### config.mk
export PLATFORM = sky130hd
export DESIGN_NAME = pipe_ctrl
export DESIGN_NICKNAME = d
export VERILOG_FILES = /design/src/rtl/pipe_ctrl.sv
export SDC_FILE = /design/constraint.sdc
export NUM_CORES = 1
export LEC_CHECK = 0
export CAP_MARGIN = 10
export CORE_ASPECT_RATIO = 1.25
export CORE_UTILIZATION = 50
export CTS_CLUSTER_SIZE = 20
export DETAILED_ROUTE_END_ITERATION = 8
export DONT_BUFFER_PORTS = 1
export GPL_TIMING_DRIVEN = 1
export PLACE_DENSITY_LB_ADDON = 0.08
export SYNTH_ARGS = -nofsm -noshare
export SYNTH_HDL_FRONTEND = slang
export SYNTH_SLANG_ARGS = --single-unit
### constraint.sdc
create_clock -name clk -period 3.6 [get_ports clk]
set_clock_uncertainty 0.1 [all_clocks]
set_input_delay 0.36 -clock clk [delete_from_list [all_inputs] [get_ports clk]]
set_output_delay 0.36 -clock clk [all_outputs]
set_load 0.005 [all_outputs]
### src/rtl/pipe_ctrl.sv
// Pipeline controller: arbitrates stall/flush requests across the five
// inter-stage registers, times fixed-latency divides and redirects the PC.
module pipe_ctrl #(
  parameter int          DIV_LATENCY = 32,
  parameter logic [31:0] EXC_VECTOR  = 32'hBFC0_0380
) (
  input  logic        clk,
  input  logic        rst,
  input  logic        id_load_use_i,
  input  logic        exe_div_start_i,
  input  logic        mem_bus_wait_i,
  input  logic        excp_valid_i,
  input  logic        excp_eret_i,
  input  logic [31:0] cp0_epc_i,
  output logic [4:0]  stall_o,
  output logic [4:0]  flush_o,
  output logic [31:0] new_pc_o,
  output logic        new_pc_valid_o,
  output logic        div_done_o
);

  typedef enum logic [1:0] {
    RUN        = 2'd0,
    DIV_BUSY   = 2'd1,
    FLUSH_HOLD = 2'd2
  } state_t;

  localparam logic [7:0] DIV_RELOAD = 8'(DIV_LATENCY - 1);

  state_t     state_q, state_d;
  logic [7:0] div_cnt_q, div_cnt_d;

  logic redirect;
  logic div_hold;
  logic div_finish;

  assign redirect   = excp_valid_i | excp_eret_i;
  // A divide occupies EXE from the issuing cycle until its counter reaches zero.
  assign div_hold   = ((state_q == DIV_BUSY) && (div_cnt_q != 8'd0)) ||
                      ((state_q == RUN) && exe_div_start_i);
  assign div_finish = (state_q == DIV_BUSY) && (div_cnt_q == 8'd0);

  always_comb begin
    state_d   = state_q;
    div_cnt_d = div_cnt_q;
    if (redirect) begin
      state_d   = FLUSH_HOLD;
      div_cnt_d = 8'd0;
    end else begin
      case (state_q)
        RUN: begin
          if (exe_div_start_i) begin
            state_d   = DIV_BUSY;
            div_cnt_d = DIV_RELOAD;
          end
        end
        DIV_BUSY: begin
          // The counter freezes while MEM is waiting, which also defers the done pulse.
          if (!mem_bus_wait_i) begin
            if (div_cnt_q == 8'd0) begin
              state_d = RUN;
            end else begin
              div_cnt_d = div_cnt_q - 8'd1;
            end
          end
        end
        FLUSH_HOLD: state_d = RUN;
        default: begin
          state_d   = RUN;
          div_cnt_d = 8'd0;
        end
      endcase
    end
  end

  always_ff @(posedge clk or posedge rst) begin
    if (rst) begin
      state_q   <= RUN;
      div_cnt_q <= 8'd0;
    end else begin
      state_q   <= state_d;
      div_cnt_q <= div_cnt_d;
    end
  end

  always_comb begin
    stall_o        = 5'b00000;
    flush_o        = 5'b00000;
    new_pc_o       = 32'd0;
    new_pc_valid_o = 1'b0;
    div_done_o     = 1'b0;
    if (rst) begin
      stall_o = 5'b00000;
    end else if (redirect) begin
      flush_o        = 5'b11110;
      new_pc_valid_o = 1'b1;
      new_pc_o       = excp_valid_i ? EXC_VECTOR : cp0_epc_i;
    end else if (mem_bus_wait_i) begin
      stall_o = 5'b01111;
      flush_o = 5'b10000;
    end else if (div_hold) begin
      stall_o = 5'b00111;
      flush_o = 5'b01000;
    end else if (id_load_use_i && (state_q != FLUSH_HOLD)) begin
      // Hazards reported right after a flush belong to squashed instructions.
      stall_o = 5'b00011;
      flush_o = 5'b00100;
    end
    if (!rst && !redirect && !mem_bus_wait_i && div_finish) begin
      div_done_o = 1'b1;
    end
  end

endmodule

-- After elaboration in Yosys (flattened, before gate mapping)
Cells that the tools add are included.
- register bits: 10
- bits in latches: 0
- RAM bits: 0
- ROM bits: 0
- input port bits: 39
- output and inout port bits: 44
- memories: 0
- $add $sub $neg: 1
- multipliers: 0
- divide/modulo/power cells: 0
- order comparisons: 0
- equal/unequal tests: 8
- shifts and indexed selects: 0
- multiplexer cells: 26
- bitwise logic cells: 1
- reduce and logical (&&, ||, !) cells: 16
- operator list (cell ; number):
    32-bit 2-to-1 mux ; 3
    8-bit 2-to-1 mux ; 4
    8-bit one-hot mux with 3 select lines ; 1
    4-bit 2-to-1 mux ; 4
    5-bit 2-to-1 mux ; 3
    2-bit 2-to-1 mux ; 5
    3-bit != test (second input constant) ; 3
    8-bit zero test ; 1
    8-bit nonzero test ; 1
    8-bit by 1-bit subtractor with 8-bit output (second input constant) ; 1
    1-bit logical AND ; 7
    3-bit 2-to-1 mux ; 2
    2-bit != test (second input constant) ; 2
    2-bit one-hot mux with 2 select lines ; 1
    4-bit AND reduction ; 1
    1-bit zero test ; 3
    1-bit 2-to-1 mux ; 3
    3-bit by 2-bit != test with 1-bit output (second input constant) ; 1
    3-bit AND reduction ; 1
    2-bit by 1-bit == test with 1-bit output (second input constant) ; 1
    2-bit == test (second input constant) ; 1
    2-bit zero test ; 1
    1-bit logical OR ; 1
    1-bit OR ; 1

-- Logic depth before layout (Yosys ltp)
Gate-level depths: netlist of run 1.
- word-level depth: 7
- depth in mapped cells: 7

-- Worst setup path before layout of run 1
No wires, ideal clock.
- path type: register to output
- start: register div_cnt_q[0]
- end: output port stall_o[1]
- data arrival time: 1.668 ns
- required time: 3.140 ns
- setup slack: 1.472 ns
- cell stages (with the launch flop): 8
- path buffers: 1
- cells stage by stage: dfrtp_1 -> inv_1 -> ha_1 -> nor4bb_1 -> a211oi_1 -> nor2_1 -> a211oi_1 -> buf_4
- cells in the longest elaborated chain, start to end: 7
- ends and longest elaborated chain (what ; RTL line ; source):
    start, declared ; 31 ; logic [7:0] div_cnt_q, div_cnt_d;
    start signal, assigned ; 82 ; div_cnt_q <= div_cnt_d;
    8-bit nonzero test ; 39 ; assign div_hold = ((state_q == DIV_BUSY) && (div_cnt_q != 8'd0)) ||
    1-bit logical AND ; 39 ;
    1-bit logical OR ; 39 ;
    3-bit 2-to-1 mux ; 101 ; end else if (div_hold) begin
    4-bit 2-to-1 mux ; 98 ; end else if (mem_bus_wait_i) begin
    4-bit 2-to-1 mux ; 94 ; end else if (redirect) begin
    4-bit 2-to-1 mux ; 92 ; if (rst) begin
    end, declared ; 15 ; output logic [4:0] stall_o,
No other way between the ends.

-- Worst setup path in the final report of run 1
- start: input port rst
- end: output port new_pc_o[17]
- cells in the longest elaborated chain, start to end: 1
- ends and longest elaborated chain (what ; RTL line ; source):
    start, declared ; 8 ; input logic rst,
    32-bit 2-to-1 mux ; 92 ;
    end, declared ; 17 ; output logic [31:0] new_pc_o,
No other way between the ends.

==> results.md, run 1 <==
* Status: completed
* Hold path startpoint: mem_bus_wait_i
* Drt pass-1 iters at 4
* Slew Limit Headroom at 47.3%
* CP Launch Point: rst
* Min Tclk post-route at 3.05 ns
* Core box area at 1830 um^2
* EDFF count, synth at 0
* Largest net degree at the start of global routing at 21
* Worst-Margin Slew at 0.783 ns
* CP endpoint kind: output port
* Die Span Y at 52.1 um
* Avg Inst Size Synth at 7.01 um^2
* Share of cells above drive strength 1 at 8.15%
* Yosys warns at 0
* Maximum VDD drop at 0.160 mV
* Distinct cell type count after synthesis at 38
* Resized Gates After CTS at 0
* Worst reg2reg path startpoint: state_q[0]$_DFFE_PP0P_
* Grt total ovfl at 0
* CTS max path bufs at 2
* Num CTS Buffers at 3
* Die width at 42.0 um
* Post-Layout Cell Count at 154
* Layout area overhead at 0.374%
* Die ar. at 2190 um^2
* Count leader, synth: nor2_1
* Synth top area cells: dfrtp_1 25%, nor2_1 13%, and2_1 12%
* Clk slew on worst S/H paths at 0.07 ns
* Vias in the first global route at 923
* Number of vias per cell at 6.21
* Final WL at 2570 um
* Total GRT Usage at 25.0%
* Rows at 17
* Max-cap viol count at 0
* CP arrival at 2.59 ns
* WHS at 0.160 ns
* F_max at 328 MHz
* Fin. Hold Viols at 0
* Total number of H-tree levels at 1
* Post-layout util at 55.0%
* CTS Root Cell: clkbuf_4
* Antenna diodes at 0
* Min-Delay Path Class: input port to flop
* Sequential share of the synthesized area at 25.0%
* Setup bufs post-CTS at 0
* Worst EP required at 3.14 ns
* First-pass GRT wire length at 4070 um
* Post-Syn Area at 1000 um^2
* DRC at 0
* Gpl congestion at 0.787
* Nets at 177
* Setup CP Type: input port to output port
* Synthesized flop and latch total at 10
* Yosys top cell by area: dfrtp_1
* Hold buffer count at cts at 1
* Initial antenna violation count at 0
* Main flop type after synthesis: dfrtp_1
* Leak Pwr at 0.432 nW
* PortBufs at 0
* Post-DRT Antenna Nets at 0
* Final setup viols at 0
* Post-DP HPWL at 2060 um
* Clk Latency, worst-skew pair at 0.28 ns
* Most frequent cells after synthesis: 34 x nor2_1, 20 x and2_1, 10 x dfrtp_1
* Unrepaired setup endpoints after global routing: no
* Post-synth ARST share at 100%
* Dpl cells at 149
* Crit-path max FO at 20
* Power per cell area at 294 nW/um^2
* Setup_tns at 0 ns
* Synthesized netlist cell count at 143
* Initial core utilization at 54.8%
* Startpoint types: input port
* DR WL/cell at 16.7 um
* CTS tree: yes
* Fin crit share at 84.6%
* CTS Sinks at 10
* Via count at 957
* DR iter-0 viols at 27
* I/O Pins at 83
* Slew Limit Fails at 0
* Synth top area share at 25.0%
-- flip-flops by register name, summed over array words and instances (netlist names) --
register	cells
div_cnt_q	8
state_q	2
-- per-layer routing --
| metal | vias up | GRT usage [%] | share of wire (%) |
|---|---|---|---|
| met4 | 0 | 10.4 | 0.39 |
| met2 | 51 | 49.2 | 59 |
| met5 | - | 0 | 0 |
| li1 | 468 | - | - |
| met3 | 2 | 4.17 | 4.9 |
| met1 | 436 | 25.9 | 35 |
-- metrics by stage --
stage	total power, mW	instance area (um^2)	setup WS [ns]
after floorplan	0.186	1010	1.47
after global placement	0.189	960	1.18
after detailed placement	0.190	960	1.08
after CTS	0.297	1010	0.511
after global routing	0.310	1010	0.223
final	0.295	1010	0.553
-- worst max-delay path, cell delays in order --
cell and delay, ns:
dlygate4sd3_1 0.54, inv_1 0.34, nand2_1 0.41, nor2_1 0.66, and2_1 0.26
-- cells by family (layout without fill, tap and decap cells) --
family                   Yosys count  count (layout)  synth area share, %
AND/OR/NAND/NOR                   86              86                 44.2
flip-flops                        10              10                 25.0
adder cells (fa/ha/maj)            2               2                 2.50
other                              1               2                0.374
multiplexers                       2               2                 2.25
AO/OA/AOI/OAI                     23              23                 16.9
buffers and inverters             19              10                 8.86
-- power by group --
part | switching (mW) | leakage (nW) | internal (mW) | total [mW]
clock network | 0.0450 | 0.0210 | 0.0616 | 0.107
logic | 0.0398 | 0.278 | 0.0235 | 0.0633
registers | 0.00846 | 0.132 | 0.117 | 0.126
-- layout by cell type, fill, tap and decap left out, types with 2 or more instances in the layout --
cell and instances:
or4_1 2, a221oi_1 3, a31oi_1 2, a21oi_1 5, nand3_1 2, o21ai_0 2, nor3_1 4, a211oi_1 2
ha_1 2, mux2_2 2, nand2_1 9, and2_1 20, nor2b_1 4, nor2_1 34, dfrtp_1 10, nor4_1 3
conb_1 2, nor3b_1 3, clkbuf_4 3, inv_1 5
-- layout make-up --
cell class / count / area, um^2
Multi-Input combinational cell: 115 / 667
Fill cell: 181 / 823
Clock buffer: 4 / 36.3
Sequential cell: 10 / 250
Timing Repair Buffer: 1 / 10.0
Inverter: 5 / 18.8
Tap cell: 19 / 23.8
-- path summary, 6_finish.rpt --
check	slack, ns	end	cells past startpoint
worst max-delay path	0.55	new_pc_o[17]	5
worst min-delay path	0.16	state_q[0]$_DFFE_PP0P_	2
worst max register to register	1.41	div_cnt_q[4]$_DFFE_PP0P_	4
worst min register to register	0.41	div_cnt_q[7]$_DFFE_PP0P_	1
max in group asynchronous	2.66	div_cnt_q[3]$_DFFE_PP0P_	2
min in group asynchronous	0.43	div_cnt_q[6]$_DFFE_PP0P_	2
(Power assumes the default switching activity.)
==> run 2: changes to the inputs <==
==> constraint.sdc (replaced) <==
create_clock -name clk -period 3 [get_ports clk]
set_clock_uncertainty 0.1 [all_clocks]
set_input_delay 0.3 -clock clk [delete_from_list [all_inputs] [get_ports clk]]
set_output_delay 0.3 -clock clk [all_outputs]
set_load 0.005 [all_outputs]
==> results.md, run 2 (synthesized netlist as in run 1, its figures left out) <==
* Setup CP Type: input port to output port (unchanged)
* CTS max path bufs at 2 (unchanged)
* DR WL/cell at 16.6 um (was 16.7 um)
* Design Area, Final at 1030 um^2 (was 1010 um^2)
* Total power at 0.360 mW (was 0.295 mW)
* Grt total ovfl at 0 (unchanged)
* F_max at 372 MHz
* Fin. Hold Viols at 0 (unchanged)
* GR peak layer: met2 (unchanged)
* Fillcell total at 178 (was 181)
* Max reg flops at 8 (unchanged)
* Leak Pwr at 0.447 nW (was 0.432 nW)
* Resized Gates After CTS at 0 (unchanged)
* Slew Limit Fails at 0 (unchanged)
* Met1 GRT Util at 25.3% (was 25.9%)
* CP endpoint kind: output port (unchanged)
* Initial core utilization at 54.8% (unchanged)
* Post-DRT Antenna Nets at 0 (unchanged)
* Core box area at 1830 um^2 (unchanged)
* Commonest non-fill, non-tap cell in the layout: nor2_1 (unchanged)
* Rows at 17 (unchanged)
* CTS Sinks at 10 (unchanged)
* Largest net degree at the start of global routing at 21 (unchanged)
* Max-cap viol count at 0 (unchanged)
* Setup_tns at 0 ns (unchanged)
* Number of vias per cell at 6.28 (was 6.21)
* Via count at 986 (was 957)
* Share of cells above drive strength 1 at 10.1% (was 8.15%)
* Top delay family on crit path: buffers and inverters (was simple AND/OR/NAND/NOR gates)
* Total number of H-tree levels at 1 (unchanged)
* Maximum VDD drop at 0.200 mV (was 0.160 mV)
* Nets at 180 (was 177)
* Top flop regs: div_cnt_q (8), state_q (2) (unchanged)
* Crit-path max FO at 20 (unchanged)
* Unrepaired setup endpoints after global routing: no (unchanged)
* Worst Path Buf+Inv at 3 (was 2)
* Die width at 42.0 um (unchanged)
* DRC at 0 (unchanged)
* Met2 layer usage reported by global route at 47.1% (was 49.2%)
* Worst EP required at 2.60 ns (was 3.14 ns)
* Worst-Margin Slew at 0.706 ns (was 0.783 ns)
* Slew Limit Headroom at 52.8% (was 47.3%)
* Num CTS Buffers at 3 (unchanged)
* Fin crit share at 89.7%
* Startpoint types: input port (unchanged)
* Clk Latency, worst-skew pair at 0.28 ns (about the same)
* Gpl congestion at 0.765 (was 0.787)
* Power per cell area at 350 nW/um^2 (was 294 nW/um^2)
* Final WL at 2600 um (was 2570 um)
* Min Tclk post-route at 2.69 ns
* Reg2Reg Setup Slack at 0.90 ns (was 1.41 ns)
* Crit path largest cell delay at 0.55 ns (was 0.66 ns)
* Die Span Y at 52.1 um (unchanged)
* Global routing usage on met3 at 4.51% (was 4.17%)
* DR iter-0 viols at 16 (was 27)
* Slowest cell on crit path: nor2_1 (unchanged)
* Final setup viols at 0 (unchanged)
* Total GRT Usage at 24.6% (was 25.0%)
* Die ar. at 2190 um^2 (unchanged)
* Drt pass-1 iters at 4 (unchanged)
* Most frequent cells in the layout: 34 x nor2_1, 20 x and2_1, 10 x dfrtp_1 (unchanged)
* Reg with most FFs: div_cnt_q (unchanged)
* Vias in the first global route at 846 (was 923)
* I/O Pins at 83 (unchanged)
* Antenna diodes at 0 (unchanged)
* Layout area overhead at 2.62% (was 0.374%)
* Initial antenna violation count at 0 (unchanged)
* Status: completed (unchanged)
* Post-DP HPWL at 2090 um (was 2060 um)
* CTS tree: yes (unchanged)
* PortBufs at 0 (unchanged)
* Min-Delay Path Class: input port to flop (unchanged)
* CTS Root Cell: clkbuf_4 (unchanged)
* Placed instance area at 982 um^2 (was 960 um^2)
* Clk slew on worst S/H paths at 0.07 ns (about the same)
* CP arrival at 2.29 ns (was 2.59 ns)
* CP cell instances: dlygate4sd3_1 -> inv_1 -> nand2_1 -> buf_4 -> nor2_1 -> and2_1 (was dlygate4sd3_1 -> inv_1 -> nand2_1 -> nor2_1 -> and2_1)
* First-pass GRT wire length at 3960 um (was 4070 um)
run 2: repair_timing:
| action | CTS | global route |
|---|---|---|
| hold endpoints to repair | 10 | 0 |
| hold buffers | 1 | 0 |
| setup buffers | 0 | 0 |
run 2: layout make-up:
class / instances / area, um^2 / share of cell area, %
inverters: 5 / 18.8 / 1.82
well taps: 19 / 23.8 / 2.31
flip-flops and latches: 10 / 250 / 24.3
repair buffers: 4 / 32.5 / 3.16
clock buffers: 4 / 36.3 / 3.53
multi-input cells: 115 / 667 / 64.8
run 2: worst paths after layout:
kind	startpoint	to	depth (start not counted)
setup / recovery	rst	new_pc_o[18]	6
hold / removal	mem_bus_wait_i	state_q[0]$_DFFE_PP0P_	2
setup reg to reg	div_cnt_q[0]$_DFFE_PP0P_	div_cnt_q[4]$_DFFE_PP0P_	6
hold reg to reg	div_cnt_q[7]$_DFFE_PP0P_	div_cnt_q[7]$_DFFE_PP0P_	1
max in group asynchronous	rst	div_cnt_q[3]$_DFFE_PP0P_	2
min in group asynchronous	rst	div_cnt_q[6]$_DFFE_PP0P_	2
run 2: power by group:
group	switching [mW]	internal (mW)
combinational	0.0493	0.0314
sequential	0.00896	0.140
clock	0.0562	0.0738
run 2: metal layers:
metal | part of all wire, % | wire, um
met5 | 0 | 0
met4 | 1.3 | 34
met3 | 4.7 | 123
met2 | 58 | 1520
met1 | 35 | 924
run 2: metrics by stage:
stage | instances | util (%) | hold WS (ns) | setup slack [ns]
finish | 157 | 56.2 | 0.105 | 0.309
global route | 157 | 56.2 | 0.115 | 0.0746
CTS | 157 | 56.2 | 0.0975 | 0.262
detailed placement | 152 | 53.7 | 0.116 | 0.824
global placement | 152 | 53.7 | 0.111 | 0.869
floorplan | 144 | - | 0.231 | 0.932
